### src/rtl/alu_arbiter.sv
// Round-robin front end that time-shares one combinational 32-bit ALU among
// NUM_REQ requesters and returns each tagged result over a valid/ready channel.

module alu_core #(
  parameter int DATA_W = 32
) (
  input  logic        [1:0]        op,
  input  logic signed [DATA_W-1:0] a,
  input  logic signed [DATA_W-1:0] b,
  output logic signed [DATA_W-1:0] result
);

  always_comb begin
    result = '0;
    unique case (op)
      2'b01:   result = a + b;
      2'b10:   result = a - b;
      2'b11:   result = a * b;
      default: result = '0;
    endcase
  end

endmodule

module alu_arbiter #(
  parameter int NUM_REQ = 4,
  parameter int MUL_LAT = 3
) (
  input  logic                               clk,
  input  logic                               rst,
  input  logic [NUM_REQ-1:0]                 req_valid,
  input  logic [NUM_REQ-1:0][1:0]            req_op,
  input  logic [NUM_REQ-1:0][31:0]           req_a,
  input  logic [NUM_REQ-1:0][31:0]           req_b,
  output logic [NUM_REQ-1:0]                 req_ready,
  output logic                               resp_valid,
  input  logic                               resp_ready,
  output logic [$clog2(NUM_REQ)-1:0]         resp_id,
  output logic [31:0]                        resp_result,
  output logic                               busy
);

  localparam int IDW    = $clog2(NUM_REQ);
  localparam int DATA_W = 32;
  localparam int CNTW   = $clog2(MUL_LAT + 1);

  typedef enum logic [1:0] {IDLE, EXEC, DONE} state_t;

  state_t                    state;
  logic [IDW-1:0]            rr_ptr;
  logic [CNTW-1:0]           cnt;

  logic        [1:0]         op_p0;
  logic signed [DATA_W-1:0]  a_p0;
  logic signed [DATA_W-1:0]  b_p0;
  logic        [IDW-1:0]     id_p0;
  logic signed [DATA_W-1:0]  alu_res;

  logic [NUM_REQ-1:0]        grant;
  logic [IDW-1:0]            grant_id;
  logic                      found;
  int                        idx;

  // Rotating priority search starting at rr_ptr.
  always_comb begin
    grant    = '0;
    grant_id = '0;
    found    = 1'b0;
    idx      = 0;
    for (int k = 0; k < NUM_REQ; k++) begin
      idx = int'(rr_ptr) + k;
      if (idx >= NUM_REQ) idx = idx - NUM_REQ;
      if (!found && req_valid[idx]) begin
        grant[idx] = 1'b1;
        grant_id   = IDW'(idx);
        found      = 1'b1;
      end
    end
  end

  assign req_ready = (state == IDLE && !rst) ? grant : '0;

  function automatic logic [IDW-1:0] next_ptr(input logic [IDW-1:0] id);
    return (id == IDW'(NUM_REQ - 1)) ? '0 : id + 1'b1;
  endfunction

  function automatic logic [CNTW-1:0] op_latency(input logic [1:0] op);
    return (op == 2'b11) ? CNTW'(MUL_LAT) : CNTW'(1);
  endfunction

  alu_core #(.DATA_W(DATA_W)) u_alu (
    .op     (op_p0),
    .a      (a_p0),
    .b      (b_p0),
    .result (alu_res)
  );

  // Stage p0: operand capture at grant; the ALU only ever sees these.
  always_ff @(posedge clk) begin
    if (state == IDLE && found) begin
      op_p0 <= req_op[grant_id];
      a_p0  <= req_a[grant_id];
      b_p0  <= req_b[grant_id];
      id_p0 <= grant_id;
    end
  end

  always_ff @(posedge clk) begin
    if (rst) begin
      state       <= IDLE;
      rr_ptr      <= '0;
      cnt         <= '0;
      resp_valid  <= 1'b0;
      resp_id     <= '0;
      resp_result <= '0;
      busy        <= 1'b0;
    end else begin
      unique case (state)
        IDLE: begin
          if (found) begin
            cnt   <= op_latency(req_op[grant_id]);
            state <= EXEC;
            busy  <= 1'b1;
          end
        end
        EXEC: begin
          cnt <= cnt - 1'b1;
          if (cnt == CNTW'(1)) begin
            resp_result <= alu_res;
            resp_id     <= id_p0;
            resp_valid  <= 1'b1;
            state       <= DONE;
          end
        end
        DONE: begin
          // Priority only rotates once the consumer has taken the result.
          if (resp_ready) begin
            resp_valid <= 1'b0;
            rr_ptr     <= next_ptr(id_p0);
            state      <= IDLE;
            busy       <= 1'b0;
          end
        end
        default: begin
          state <= IDLE;
          busy  <= 1'b0;
        end
      endcase
    end
  end

endmodule

### config.mk
export PLATFORM = sky130hd
export DESIGN_NAME = alu_arbiter
export DESIGN_NICKNAME = d
export VERILOG_FILES = /design/src/rtl/alu_arbiter.sv
export SDC_FILE = /design/constraint.sdc
export NUM_CORES = 2
export LEC_CHECK = 0
export ABC_AREA = 1
export BUFFER_PORTS_ARGS = -buffer_cell sky130_fd_sc_hd__buf_2
export CAP_MARGIN = 20
export CORE_MARGIN = 5
export CORE_UTILIZATION = 36
export DETAILED_ROUTE_END_ITERATION = 8
export GPL_TIMING_DRIVEN = 0
export PLACE_DENSITY = 0.64
export SLEW_MARGIN = 20
export SYNTH_ARGS = -nofsm -noshare
export SYNTH_HDL_FRONTEND = slang
export SYNTH_HIERARCHICAL = 1
export SYNTH_SLANG_ARGS = --single-unit
### constraint.sdc
create_clock -name clk -period 7.1 [get_ports clk]
set_input_delay 0.71 -clock clk [delete_from_list [all_inputs] [get_ports clk]]
set_output_delay 0.71 -clock clk [all_outputs]
set_load 0.05 [all_outputs]
# Word-level counts from Yosys, hierarchy flattened

Index checks and enable logic that the tools add are counted.

Register bits: 110
Latch bits: 0
RAM bits: 0
ROM bits: 0
Output and inout bits: 40
Logic and storage cells: 130
Memories: 0

Add/subtract/negate cells: 11
Multiply operators: 1
Div/mod/pow operators: 0
$lt $le $gt $ge: 13
Eq/ne operators: 11
Shifts and indexed selects: 0
Multiplexer cells: 57
Bitwise gates (word level): 4
Reductions and logical operators: 22

Operators by type and width:

| operator            | count |
|---|---|
| $mux 32             | 6 |
| $bmux 32 s2         | 2 |
| $ge 32x1->1 const B | 4 |
| $lt 32x4->1 const B | 4 |
| $pmux 32 s3         | 1 |
| $add 32x32->32      | 1 |
| $mul 32x32->32      | 1 |
| $sub 32x32->32      | 1 |
| $mux 2              | 11 |
| $mux 4              | 5 |
| $mux 1              | 19 |
| $or 4x4->4          | 3 |
| $sub 3x3->4 const B | 3 |
| $eq 2x2->1 const B  | 5 |
| $ge 3x3->1 const B  | 3 |
| $logic_and 1x1->1   | 9 |
| $reduce_and 3->1    | 3 |
| $bmux 1 s2          | 4 |
| $demux 1 s2         | 4 |
| $add 2x2->3 const B | 2 |
| $eq 2x1->1 const B  | 3 |
| $ne 2x2->1 const B  | 3 |
| $pmux 2 s3          | 1 |
| $reduce_and 2->1    | 3 |
| other kinds (14)    | 18 |

# Longest topological paths before layout

Depth after elaboration: 21
Depth in mapped cells: 36
Mapped depth without buffers: 34

# Hierarchy

Netlist, hierarchy kept.

By module, submodules not included:

| module      | instances | cells an instance | area each (sq um) | seq. area each (sq um) |
|---|---|---|---|---|
| alu_core    | 1         | 2,992             | 20,584.7          | 0.0 |
| alu_arbiter | 1         | 736               | 6,018.3           | 2,882.8 |

# Worst setup path before layout

No wires, ideal clock.

Path type: register to register
Start point: register b_p0[4]
End point: register resp_result[28]
Arrival: 6.905 ns
Data required time: 6.968 ns
Slack: 0.063 ns
Cell stages (with the launch flop): 31
Clock period less this slack: 7.037 ns
Path through: edfxtp_1 clkbuf_1 buf_1 nand2_1 inv_1 fa_1 fa_1 inv_1 fa_1 fa_1 inv_1 fa_1 inv_1 fa_1 inv_1 fa_1 inv_1 fa_1 inv_1 ha_1 nand2_1 nor4_2 nand4_1 nand3_1 a21o_1 a21oi_1 or2_0 nand3_1 a21oi_1 nand3_1 a21oi_1

Cells in the longest elaborated chain, start to end: 2
Elaborated cells between the ends (all ways): 4
Classes of those cells: 2 x add/sub; 1 x mul; 1 x mux

RTL lines:

| what                                         | RTL line | source |
|---|---|---|
| start, declared                              | 55       | `logic signed [DATA_W-1:0] b_p0;` |
| start signal, assigned                       | 103      | `b_p0 <= req_b[grant_id];` |
| $mul 32x32->32, or another cell as far along | 18       | `2'b11: result = a * b;` |
| $pmux 32 s3 *                                | 15       | `unique case (op)` |
| net alu_res[28]                              | 57       | `logic signed [DATA_W-1:0] alu_res;` |
| end signal, assigned                         | 129      | `resp_result <= alu_res;` |
| end, declared                                | 39       | `output logic [31:0] resp_result,` |

Mark *: on every way through the listed nets, which the timed path passes. The rest lies on a longest branch.
A chain may end at the register's enable or synchronous reset.

# Worst setup path in the final report

Start point: register a_p0[16]
End point: register resp_result[28]

Cells in the longest elaborated chain, start to end: 2
Elaborated cells between the ends (all ways): 4
Classes of those cells: 2 x add/sub; 1 x mul; 1 x mux

RTL lines:

| what                                         | RTL line | source |
|---|---|---|
| start, declared                              | 54       | `logic signed [DATA_W-1:0] a_p0;` |
| start signal, assigned                       | 102      | `a_p0 <= req_a[grant_id];` |
| $mul 32x32->32, or another cell as far along | 18       |  |
| $pmux 32 s3 *                                | 15       |  |
| net alu_res[28]                              | 57       |  |

Marks and branches as above.

==> flow_summary.toml <==
[status]
status = "complete, but fails checks"
violations = "setup timing"

[global_route]
first_global_vias = 26519
grt_pass1_wl_mm = 158.5
grt_overflow = 0
grt_antenna_before_repair = 9
total_global_routing_track_utilization_pct = 26.65
largest_net_degree_at_the_start_of_global_routing = 61

[timing]
actual_slew_at_the_worst_max_slew_pin_ps = 894.0
fin_worst_skew_ps = 19.18
total_setup_violations_reported_at_the_end_of_the_flow = 4
totalNegativeSetupSlack_ps = -277.8
fin_ws_ps = -106.8
min_period_ps = 7207
clock.fmax_mhz = 138.8
min_period_over_period_pct = 101.5
remaining_max_slew_budget_at_the_tightest_pin_pct = 40.40
timing.final.hold_violations = 0
timing.final.max_slew_violations = 0
grt_setup_unrepaired = "true"

[logic_synthesis]
edff_count_synth = 68
yosysUniqueCellTypes = 54
synth-warning-count = 6
synth_flop_cell = "sky130_fd_sc_hd__edfxtp_1"
avgSynthCellArea_um2 = 7.136
synth-async-reset-ratio_pct = 0
seq_area_frac_synth_pct = 10.84
synth_cells = 3728
synth_top_family_by_area = "adder cells"
synth_compound_gate_area_share_pct = 9.985
synth-xor-area-share_pct = 1.533
adder_cell_fraction_of_synth_area_pct = 39.86
synth.ff_latch_count = 110
mappedNetlistArea_mm2 = 0.02660
muxShareOfSynthArea_pct = 0
synth-simple-area-share_pct = 20.44
postSynthNetCount = 4601

[floorplanning]
die-area_mm2 = 0.07943
core-area_mm2 = 0.07308
die-height_um = 281.8
placementRows = 99
io_count = 311
start_util_pct = 36.40
die_width_um = 281.8

[route]
highest_layer = "met5"
route.antenna.remaining_nets = 0
finalWirelength_mm = 107.8
wire_length_on_met2_mm = 50.50
vias_per_cell = 5.020
drc = 0
detailroute.via_count = 25654
drt-initial-drc-count = 1911
wl_met1_mm = 39.89
dr_wl_met3_mm = 9.282
dr_wl_cell_um = 21.09
drt_pass1_iterations = 6

[placement]
routabilityCongestion = 1.012
dp.final_hpwl_mm = 87.24
dpl_cell_area_mm2 = 0.02940
io_buffer_count = 309

[worst_setup_path]
r2r-end = "resp_result[28]"
endpoint = "resp_result[28]"
crit_type = "register to register"
cp_slowest_stage_delay_ps = 580
worstRegToRegCells = 28
critical_path.startpoint_type = "register"
cp-startpoint = "a_p0[16]"
worst-endpoint-arrival_ps = 7520
worst_r2r_startpoint = "a_p0[16]"
cp_slowest_cell = "sky130_fd_sc_hd__fa_2"
critPathMostFrequentCell = "sky130_fd_sc_hd__fa_1"
critPathMaxFanout = 10
regToRegSetupSlack_ps = -110
crit_path_end_kind = "register"
worst-endpoint-required_ps = 7410

[worst_hold_path]
timing.hold.worst.class = "register to register"

[cells_and_area]
final_cell_area_excluding_filler_cells_mm2 = 0.03210
syn2layout_area_growth_pct = 20.67
drive_above_1_share_pct = 18.51
layout.core_utilization_pct = 43.92
layout.filler_cells = 7459
final_net_count = 5012

[cts]
clock_tree.root_cell = "sky130_fd_sc_hd__clkbuf_16"
cts_tree = "done"
cts.path.max_buffers = 2
tritoncts_num_sinks = 110
cts.reportedPaths.clkPinSlew_ps = 80
insertion_delay_ps = 380
tritoncts.num_buffers = 9
cts.htree.levels = 3

[flow_run]
cap_viol_max_count = 0
==> through the flow <==
| stage | worst slack [ps] | cells | hold slack (ps) |
|---|---|---|---|
| global placement | -1871 | 4996 | 451.2 |
| CTS | -40.50 | 5082 | 470.3 |
| global route | -346.8 | 5104 | 492.6 |
| finish | -106.8 | 5110 | 466.7 |
| floorplan | 62.81 | 3728 | 526.6 |
| detailed placement | -1933 | 4998 | 456.6 |
==> cells in the final DEF, fill, tap and decap left out, types with 16 or more instances in the layout <==
cell type / n
sky130_fd_sc_hd__o21ai_2: 17
sky130_fd_sc_hd__nand3_1: 101
sky130_fd_sc_hd__fa_1: 385
sky130_fd_sc_hd__a21oi_1: 199
sky130_fd_sc_hd__nor2_1: 79
sky130_fd_sc_hd__a21oi_2: 25
sky130_fd_sc_hd__a32oi_1: 64
sky130_fd_sc_hd__clkbuf_1: 27
sky130_fd_sc_hd__inv_1: 978
sky130_fd_sc_hd__dfxtp_1: 42
sky130_fd_sc_hd__o21ai_0: 63
sky130_fd_sc_hd__ha_1: 161
sky130_fd_sc_hd__edfxtp_1: 68
sky130_fd_sc_hd__inv_2: 28
sky130_fd_sc_hd__fa_2: 24
sky130_fd_sc_hd__buf_4: 104
sky130_fd_sc_hd__xor2_1: 30
sky130_fd_sc_hd__a21boi_0: 18
sky130_fd_sc_hd__buf_2: 355
sky130_fd_sc_hd__clkbuf_16: 16
sky130_fd_sc_hd__nand2_1: 1041
sky130_fd_sc_hd__nand2_2: 20
sky130_fd_sc_hd__buf_6: 28
sky130_fd_sc_hd__clkbuf_8: 23
sky130_fd_sc_hd__ha_4: 32
==> Yosys cell counts, types with 18 or more instances <==
cell                       number  share of area [%]
sky130_fd_sc_hd__fa_1         409                 31
sky130_fd_sc_hd__a21oi_1      228                4.3
sky130_fd_sc_hd__nand2_1     1054                 15
sky130_fd_sc_hd__inv_1       1003                 14
sky130_fd_sc_hd__buf_1         27               0.38
sky130_fd_sc_hd__a32oi_1       64                2.1
sky130_fd_sc_hd__ha_1         193                9.1
sky130_fd_sc_hd__dfxtp_1       42                3.2
sky130_fd_sc_hd__o21ai_0       82                1.5
sky130_fd_sc_hd__buf_2         58                1.1
sky130_fd_sc_hd__clkbuf_1      85                1.2
sky130_fd_sc_hd__edfxtp_1      68                7.7
sky130_fd_sc_hd__nand3_1      108                2.0
sky130_fd_sc_hd__nor2_1        86                1.2
sky130_fd_sc_hd__xor2_1        30               0.99
sky130_fd_sc_hd__a21boi_0      18               0.51
==> metal layers <==
metal	track usage, %	vias up
met1	31.49	12244
met3	6.111	299
met2	44.63	1150
met4	15.43	6
li1	-	11955
met5	0	-
==> layout make-up <==
| type | count | area, µm² | share of cell area (%) |
|---|---|---|---|
| multi-input cells | 2427 | 19940 | 62.11 |
| inverters | 1007 | 3782 | 11.78 |
| flip-flops and latches | 110 | 2883 | 8.980 |
| repair buffers | 405 | 2381 | 7.417 |
| plain buffers | 179 | 1572 | 4.896 |
| well taps | 959 | 1200 | 3.738 |
| clock buffers | 10 | 250.2 | 0.7795 |
| clock inverters | 6 | 76.32 | 0.2378 |
| diodes | 7 | 17.52 | 0.05457 |
==> flip-flops by register name, indices dropped and copies added (netlist names) <==
signal       count
a_p0            32
b_p0            32
busy             1
cnt              2
id_p0            2
op_p0            2
resp_id          2
resp_result     32
resp_valid       1
rr_ptr           2
state            2
==> worst min path at each step <==
stage,start,end,slack (ps),cells past startpoint
after floorplan,state[1],state[1],530,2
after global placement,resp_result[8],resp_result[8],450,2
after detailed placement,resp_valid,resp_valid,460,2
after CTS,resp_id[1],resp_id[1],470,2
after global routing,resp_result[22],resp_result[22],490,2
final,resp_id[1],resp_id[1],470,2
==> critical path: cells and delay by family (launching register included) <==
kind,cells,cell delay [ps]
adder cells (fa/ha/maj),9,4310
AO/OA/AOI/OAI,7,1190
buffers and inverters,7,650
AND/OR/NAND/NOR,5,520
flip-flops,1,480
==> kinds of logic after synthesis <==
kind of cell,Yosys count
compound gates,447
xor+xnor,45
fa+ha+maj,602
buf+inv,1191
flops,110
simple gates,1333
==> repair_timing <==
item / in CTS / in global routing
endpoints found under the setup margin: 23 / 20
gates cloned: 0 / 1
setup buffers: 71 / 22
pin swaps: 58 / 64
hold buffers: 0 / 0
gates resized for setup: 350 / 133
Power is not shown: default switching activity piles up to over one toggle a cycle in this logic, so the estimate is an artifact.
